==> config.mk <==
export PLATFORM = sky130hd
export DESIGN_NAME = imem_loader
export DESIGN_NICKNAME = d
export VERILOG_FILES = /design/src/rtl/imem_loader.sv
export SDC_FILE = /design/constraint.sdc
export NUM_CORES = 1
export LEC_CHECK = 0
export BUFFER_PORTS_ARGS = -buffer_cell sky130_fd_sc_hd__clkbuf_2
export CAP_MARGIN = 10
export CORE_UTILIZATION = 50
export DETAILED_ROUTE_END_ITERATION = 10
export PLACE_DENSITY = 0.75
export SLEW_MARGIN = 15
export SYNTH_ARGS = -nofsm -noshare
export SYNTH_HDL_FRONTEND = slang
export SYNTH_SLANG_ARGS = --single-unit
==> constraint.sdc <==
create_clock -name clk -period 2.2 [get_ports clk]
set_input_delay 0.11 -clock clk [delete_from_list [all_inputs] [get_ports clk]]
set_output_delay 0.11 -clock clk [all_outputs]
set_load 0.02 [all_outputs]
==> src/rtl/imem_loader.sv <==
// Program loader: assembles CHUNK_W-bit chunks (LSB chunk first) into WORD_W-bit words and writes them to instruction memory.
// Latency: wr_en one cycle after a word's final chunk is accepted; done rises with the terminating write.
// Backpressure: none; in_valid qualifies each chunk, idle gaps are free, chunks after done are dropped and flag err.
module imem_loader #(
  parameter int CHUNK_W = 5,
  parameter int WORD_W  = 15,
  parameter int DEPTH   = 8,
  localparam int NCHUNK = (WORD_W + CHUNK_W - 1) / CHUNK_W,
  localparam int ADDR_W = $clog2(DEPTH)
) (
  input  logic               clk,
  input  logic               rst,
  input  logic               in_valid,
  input  logic [CHUNK_W-1:0] in_data,
  input  logic               in_last,
  output logic               wr_en,
  output logic [ADDR_W-1:0]  wr_addr,
  output logic [WORD_W-1:0]  wr_data,
  output logic               done,
  output logic [ADDR_W:0]    words_loaded,
  output logic [WORD_W-1:0]  checksum,
  output logic               err
);

  // Assembly register spans whole chunks; bits above WORD_W are simply never written out.
  localparam int TOT_W = NCHUNK * CHUNK_W;
  localparam int CC_W  = (NCHUNK > 1) ? $clog2(NCHUNK) : 1;
  localparam logic [CC_W-1:0]   CC_LAST   = CC_W'(NCHUNK - 1);
  localparam logic [ADDR_W-1:0] ADDR_LAST = ADDR_W'(DEPTH - 1);

  typedef enum logic {LOAD, DONE} state_t;

  state_t            state;
  logic [CC_W-1:0]   cc;
  logic [TOT_W-1:0]  word;
  logic [TOT_W-1:0]  word_next;
  logic [ADDR_W-1:0] addr;

  // Merge the incoming chunk into its little-endian slot of the partial word.
  always_comb begin
    word_next = word;
    word_next[cc*CHUNK_W +: CHUNK_W] = in_data;
  end

  // Loader FSM: chunk assembly, memory write strobe, bookkeeping and sticky error.
  always_ff @(posedge clk) begin
    if (rst) begin
      state        <= LOAD;
      cc           <= '0;
      word         <= '0;
      addr         <= '0;
      wr_en        <= 1'b0;
      wr_addr      <= '0;
      wr_data      <= '0;
      done         <= 1'b0;
      words_loaded <= '0;
      checksum     <= '0;
      err          <= 1'b0;
    end else begin
      wr_en <= 1'b0;
      case (state)
        LOAD: begin
          if (in_valid) begin
            if (cc == CC_LAST) begin
              cc           <= '0;
              word         <= '0;
              wr_en        <= 1'b1;
              wr_addr      <= addr;
              wr_data      <= word_next[WORD_W-1:0];
              addr         <= addr + 1'b1;
              words_loaded <= words_loaded + 1'b1;
              checksum     <= checksum ^ word_next[WORD_W-1:0];
              // in_last only counts on the final chunk; a full memory also ends the load.
              if (in_last || addr == ADDR_LAST) begin
                state <= DONE;
                done  <= 1'b1;
              end
            end else begin
              cc   <= cc + 1'b1;
              word <= word_next;
            end
          end
        end
        DONE: begin
          if (in_valid) err <= 1'b1;
        end
        default: state <= LOAD;
      endcase
    end
  end

endmodule

==> flow_summary.yaml, run 1 <==
timing:
  setup_violations: 0
  relSlewSlack: 0.568
  rsz0062_at_grt: "false"
  holdWs_ps: 154
  skew_ps: 6.67
  fmax_ghz: 0.512
  final_hold_viol_count: 0
  tightest_slew_ps: 647
  tns_ps: 0
  layout_min_cycle_time_ps: 1950
  slew_viol_final: 0
  final.period_utilization: 0.888
logic_synthesis:
  ys_warn_count: 0
  synthArstFlopShare: 0
  synthTopCellsByArea: "dfxtp_1 (42%), nor2b_1 (6.0%), a21oi_1 (4.8%)"
  synth-adder-area-share: 0.0383
  yosysTopAreaCell: "dfxtp_1"
  syn_area_sq_um: 2940
  synth_top_area_frac: 0.416
  yosysMostFrequentCell: "dfxtp_1"
  syn_inst: 319
  synth_edf_count: 0
  synth_xor_xnor_area_share: 0.00597
  synth_mux_area_frac: 0.0626
  syn-num-nets: 337
  synth-seq-cells: 61
  dominantRegCellSynth: "dfxtp_1"
  synthSimpleGateAreaFrac: 0.271
  synth_top_family_by_area: "simple AND/OR/NAND/NOR gates"
  seq_area_frac_synth: 0.416
  ys_top_cells_by_count: "dfxtp_1 (61), nor2_1 (33), nand2_1 (32), a21oi_1 (28), nor2b_1 (28)"
  synth-compound-area-share: 0.154
  avgSynthCellArea_sq_um: 9.21
  ys_types: 43
placement:
  port_buffers: 48
  dpl.hpwl_microns: 4460
  gp_congestion: 0.814
  dp_cells: 425
drt:
  antenna_left: 0
  drc: 0
  first_pass_iters: 4
  viasPerCell: 5.43
  vias: 2393
  drtIter0Drc: 165
  routedWlPerCell_microns: 14.5
  routed_wl_microns: 6410
pwr:
  p_total_mw: 2.34
  power.density_nw_per_um2: 692
  ir_drop_uv: 339
  leakage_nw: 1.38
setup_path:
  cp-startpoint: "cc[1]"
  crit_fanout: 12
  arrival_ps: 2170
  r2r-start: "cc[1]"
  worstPathRequired_ps: 2420
  worstSetupStartpointType: "flip-flop"
  cp-end-kind: "flip-flop"
  criticalPathCategory: "reg2reg"
floorplanning:
  die-area_sq_um: 6180
  rows: 27
  io_pins: 49
  coreArea_sq_um: 5570
  die-width_microns: 78.6
  dieHeight_microns: 78.6
  start_util: 0.527
hold_path:
  min-delay-start: "in_last"
  min_path_type: "in2reg"
grt:
  antenna_found_initial: 0
  grt_pass1_wl_microns: 10500
  overflow: 0
  grt_max_degree: 28
  grt_usage: 0.221
  grt_pass1_vias: 2204
cts:
  clock-sinks: 61
  post-cts-setup-buffers: 0
  cts_tree: "yes"
  cts_max_level: 3
  cts_inserted_buffers: 9
  clock_latency_ps: 330
  cts_hold_buf: 0
  cts-resized-gates: 0
  clockBufferDepth: 2
  clock-root-buffer: "clkbuf_8"
  clk_pin_slew_ps: 70
finish:
  num-fill-cells: 482
  drive_gt1_frac: 0.274
  nets: 382
  n_antenna_cell: 0
  fin_cells: 441
  areaGrowthSynthToFinish_pct: 15.1
run:
  maxCapViolCount: 0
status:
  status: "completed"
[path summary, 6_finish.rpt]
path	end	slack [ps]	cells past startpoint
max	checksum[7]	250	5
min	done	150	4
max reg2reg	checksum[7]	250	5
min reg2reg	word[3]	450	2
[critical path, cell delays in order, from the launching register on]
cell	delay [ps]
dfxtp_1	370
inv_1	100
ha_1	480
and3b_1	390
a32oi_1	170
mux2_1	320
[metrics by stage]
step | setup slack (ps) | utilization | instance area, sq um
final | 246 | 0.606 | 3380
after global routing | 124 | 0.606 | 3380
after CTS | 260 | 0.606 | 3380
after detailed placement | 273 | 0.572 | 3190
after global placement | 309 | 0.572 | 3190
after floorplan | 162 | - | 2940
[kinds of logic after synthesis]
kind of cell | Yosys count
muxes | 15
and+or+nand+nor | 139
DFF | 61
adders and majority gates | 9
buffers and inverters | 26
xor gates and xnor gates | 2
AOI/OAI and AO/OA | 67
[power by group]
group          leakage (nW)  switching (mW)  internal (mW)
Combinational         0.793           0.139         0.0827
Clock                0.0964           0.422          0.551
Sequential            0.494          0.0157           1.13
Total                  1.38           0.576           1.76
[state kept, by name, indices dropped and copies added, names as in the netlist]
| name | cells |
|---|---|
| checksum | 15 |
| word | 15 |
| wr_addr | 3 |
| state | 1 |
| cc | 2 |
| done | 1 |
| wr_data | 15 |
| wr_en | 1 |
| words_loaded | 4 |
| err | 1 |
| addr | 3 |
[placed cells by master, fill, tap and decap left out, drive strengths merged, types with 3 or more instances in the layout]
cell type,n
a311oi,6
a211oi,6
nand2,32
buf,8
inv,4
mux2,15
a21oi,28
nand2b,4
clkbuf,60
nor3,12
or2,3
and4bb,8
ha,9
o21ai,16
nor2,33
nor2b,28
a32oi,6
dfxtp,61
[final cells by class]
class | instances | area, sq um | area share
Inverter | 4 | 15.0 | 0.00444
Timing Repair Buffer | 56 | 300 | 0.0889
Multi-Input combinational cell | 232 | 1560 | 0.462
Sequential cell | 61 | 1220 | 0.361
Clock inverter | 4 | 47.5 | 0.0141
Clock buffer | 12 | 145 | 0.0429
Tap cell | 72 | 90.1 | 0.0267
[layer usage]
| layer | global-route usage | vias up | part of all wire |
|---|---|---|---|
| met1 | 0.289 | 1116 | 0.46 |
| met2 | 0.346 | 65 | 0.47 |
| met5 | 0 | - | 0 |
| met4 | 0.0870 | 0 | 0.014 |
| li1 | - | 1205 | - |
| met3 | 0.0547 | 7 | 0.057 |
No activity file was read; power rests on OpenSTA's default activity.
==> run 2, diff against run 1 <==
--- a/config.mk
+++ b/config.mk
@@ -5,11 +5,11 @@
 export SDC_FILE = /design/constraint.sdc
 export NUM_CORES = 1
 export LEC_CHECK = 0
-export BUFFER_PORTS_ARGS = -buffer_cell sky130_fd_sc_hd__clkbuf_2
 export CAP_MARGIN = 10
 export CORE_UTILIZATION = 50
 export DETAILED_ROUTE_END_ITERATION = 10
-export PLACE_DENSITY = 0.75
+export DONT_BUFFER_PORTS = 1
+export PLACE_DENSITY = 0.68
 export SLEW_MARGIN = 15
 export SYNTH_ARGS = -nofsm -noshare
 export SYNTH_HDL_FRONTEND = slang
==> run 2 against run 1 <==
  * Worst hold slack got worse by 140 ps
  * Fmax fell by 0.58%
  * Non-clock buffer count fell by 49
  * Die area did not move
  * Clock power rose by 0.6%
  * Global-route usage rose by 0.65 points
  * Via count fell by 6.0%
  * Clock skew rose by 1.7 ps
  * Sequential power barely moved
  * First-iteration DRC count fell by 8.5%
  * Utilization fell by 4.1 points
  * Combinational power fell by 15%
  * Largest cell class unchanged
  * Largest power group unchanged
==> flow_summary.yaml, run 2 (synthesis results as in run 1) <==
status:
  status: "completed"
setup_path:
  arrival_ps: 2190
  cp_cell_sequence: "inv_1, ha_1, and3b_1, a32oi_1, mux2_1"
  crit_slowest_cell: "ha_1"
  crit_fanout: 12
  r2r-start: "cc[1]"
  criticalPathCategory: "reg2reg"
  cp-end-kind: "flip-flop"
  cp-startpoint: "cc[1]"
  worstPathRequired_ps: 2430
  worstSetupStartpointType: "flip-flop"
  cpPeakStageDelay_ps: 490
run:
  maxCapViolCount: 0
finish:
  areaGrowthSynthToFinish_pct: 7.24
  n_antenna_cell: 0
  fin_cells: 392
  nets: 333
  final_common_cell: "dfxtp_1"
  reg_top3: "checksum (15), word (15), wr_data (15)"
  drive_gt1_frac: 0.156
  num-fill-cells: 525
  final_cell_mix: "dfxtp_1 (61), nor2_1 (33), nand2_1 (32)"
drt:
  wl_met1_microns: 2970
  routed_wl_microns: 6520
  routed-wl-met3_microns: 434
  vias: 2250
  highest_layer: "met4"
  antenna_left: 0
  wl_met2_microns: 2970
  routedWlPerCell_microns: 16.6
  viasPerCell: 5.74
  drc: 0
  first_pass_iters: 4
  drtIter0Drc: 151
pwr:
  leakage_nw: 1.16
  combPwrFrac: 0.081
  power.density_nw_per_um2: 736
  pwr-share-clk: 0.422
  sw_frac_of_total: 0.243
  internal-power_mw: 1.75
  ir_drop_uv: 430
  seqPwrFrac: 0.497
  power.switching_uw: 565
placement:
  dpl.hpwl_microns: 4280
  port_buffers: 0
  gp_congestion: 0.802
  place_ws_ps: 257
  dp_cells: 373
grt:
  grt_max_degree: 51
  grt_pass1_wl_microns: 10600
  grt_pass1_vias: 2158
  antenna_found_initial: 0
  overflow: 0
  grt_usage: 0.227
floorplanning:
  die-area_sq_um: 6180
  io_pins: 49
  coreArea_sq_um: 5570
  start_util: 0.527
  rows: 27
  die-width_microns: 78.6
  dieHeight_microns: 78.6
cts:
  cts_tree: "yes"
  clk_pin_slew_ps: 60
  cts-resized-gates: 0
  cts_max_level: 3
  clock-sinks: 61
  clock_latency_ps: 340
  clockBufferDepth: 2
  cts_inserted_buffers: 9
  clock-root-buffer: "clkbuf_8"
timing:
  tightest_slew_ps: 645
  final_hold_viol_count: 0
  rsz0062_at_grt: "false"
  layout_min_cycle_time_ps: 1970
  relSlewSlack: 0.569
  holdWs_ps: 9.21
  fmax_ghz: 0.509
  skew_ps: 8.34
  setup_violations: 0
  final.period_utilization: 0.893
  tns_ps: 0
  setup_ws_ps: 234
  slew_viol_final: 0
hold_path:
  min_path_type: "in2reg"
  min-delay-start: "rst"
run 2: cell count changes in the layout (fill, tap and decap cells not counted), sizes merged:
| cell | delta |
|---|---|
| buf | -3 |
| clkbuf | -48 |
| dlygate4sd3 | +2 |
run 2: area by class of cell:
cell class,instances,area (sq um),share of cell area
Multi-Input combinational cell,232,1560,0.495
Sequential cell,61,1220,0.388
Inverter,4,15.0,0.00477
Clock buffer,12,145,0.0461
Timing Repair Buffer,7,70.1,0.0222
Tap cell,72,90.1,0.0286
Clock inverter,4,47.5,0.0151
run 2: per-layer routing:
layer  global-route usage  vias to the layer above
li1                     -                     1112
met4                0.111                        0
met2                0.350                       58
met1                0.290                     1068
met5                    0                        -
met3               0.0616                       12
run 2: through the flow:
| stage | cell area [sq um] | total power, mW | util |
|---|---|---|---|
| 2_1_floorplan | 2940 | 1.33 | - |
| 3_3_place_gp | 2920 | 1.34 | 0.523 |
| 3_5_place_dp | 2920 | 1.34 | 0.523 |
| 4_1_cts | 3150 | 2.33 | 0.565 |
| 5_1_grt | 3150 | 2.40 | 0.565 |
| 6_report | 3150 | 2.32 | 0.565 |
run 2: power groups by stage:
| stage | logic (mW) | registers [mW] | clock network [mW] |
|---|---|---|---|
| after floorplan | 0.157 | 1.17 | 0 |
| after global placement | 0.160 | 1.18 | 0 |
| after detailed placement | 0.164 | 1.18 | 0 |
| after CTS | 0.186 | 1.15 | 0.997 |
| after global routing | 0.208 | 1.15 | 1.04 |
| final | 0.188 | 1.15 | 0.978 |
run 2: critical path: cells and delay by family, from the launching register on:
family,cells,cell delay (ps)
adders and majority gates,1,490
and+or+nand+nor,1,400
DFF,1,370
muxes,1,320
AOI/OAI and AO/OA,1,170
buffers and inverters,1,100
run 2: timing repair:
item	CTS	global route
endpoints found under the hold margin	50	0
setup buffers	0	0
hold buffers	3	0
run 2: final timing paths:
kind | endpoint | cells past startpoint | slack [ps]
setup reg to reg | checksum[7] | 5 | 230
hold / removal | checksum[11] | 2 | 9
setup / recovery | checksum[7] | 5 | 230
hold reg to reg | word[4] | 2 | 450
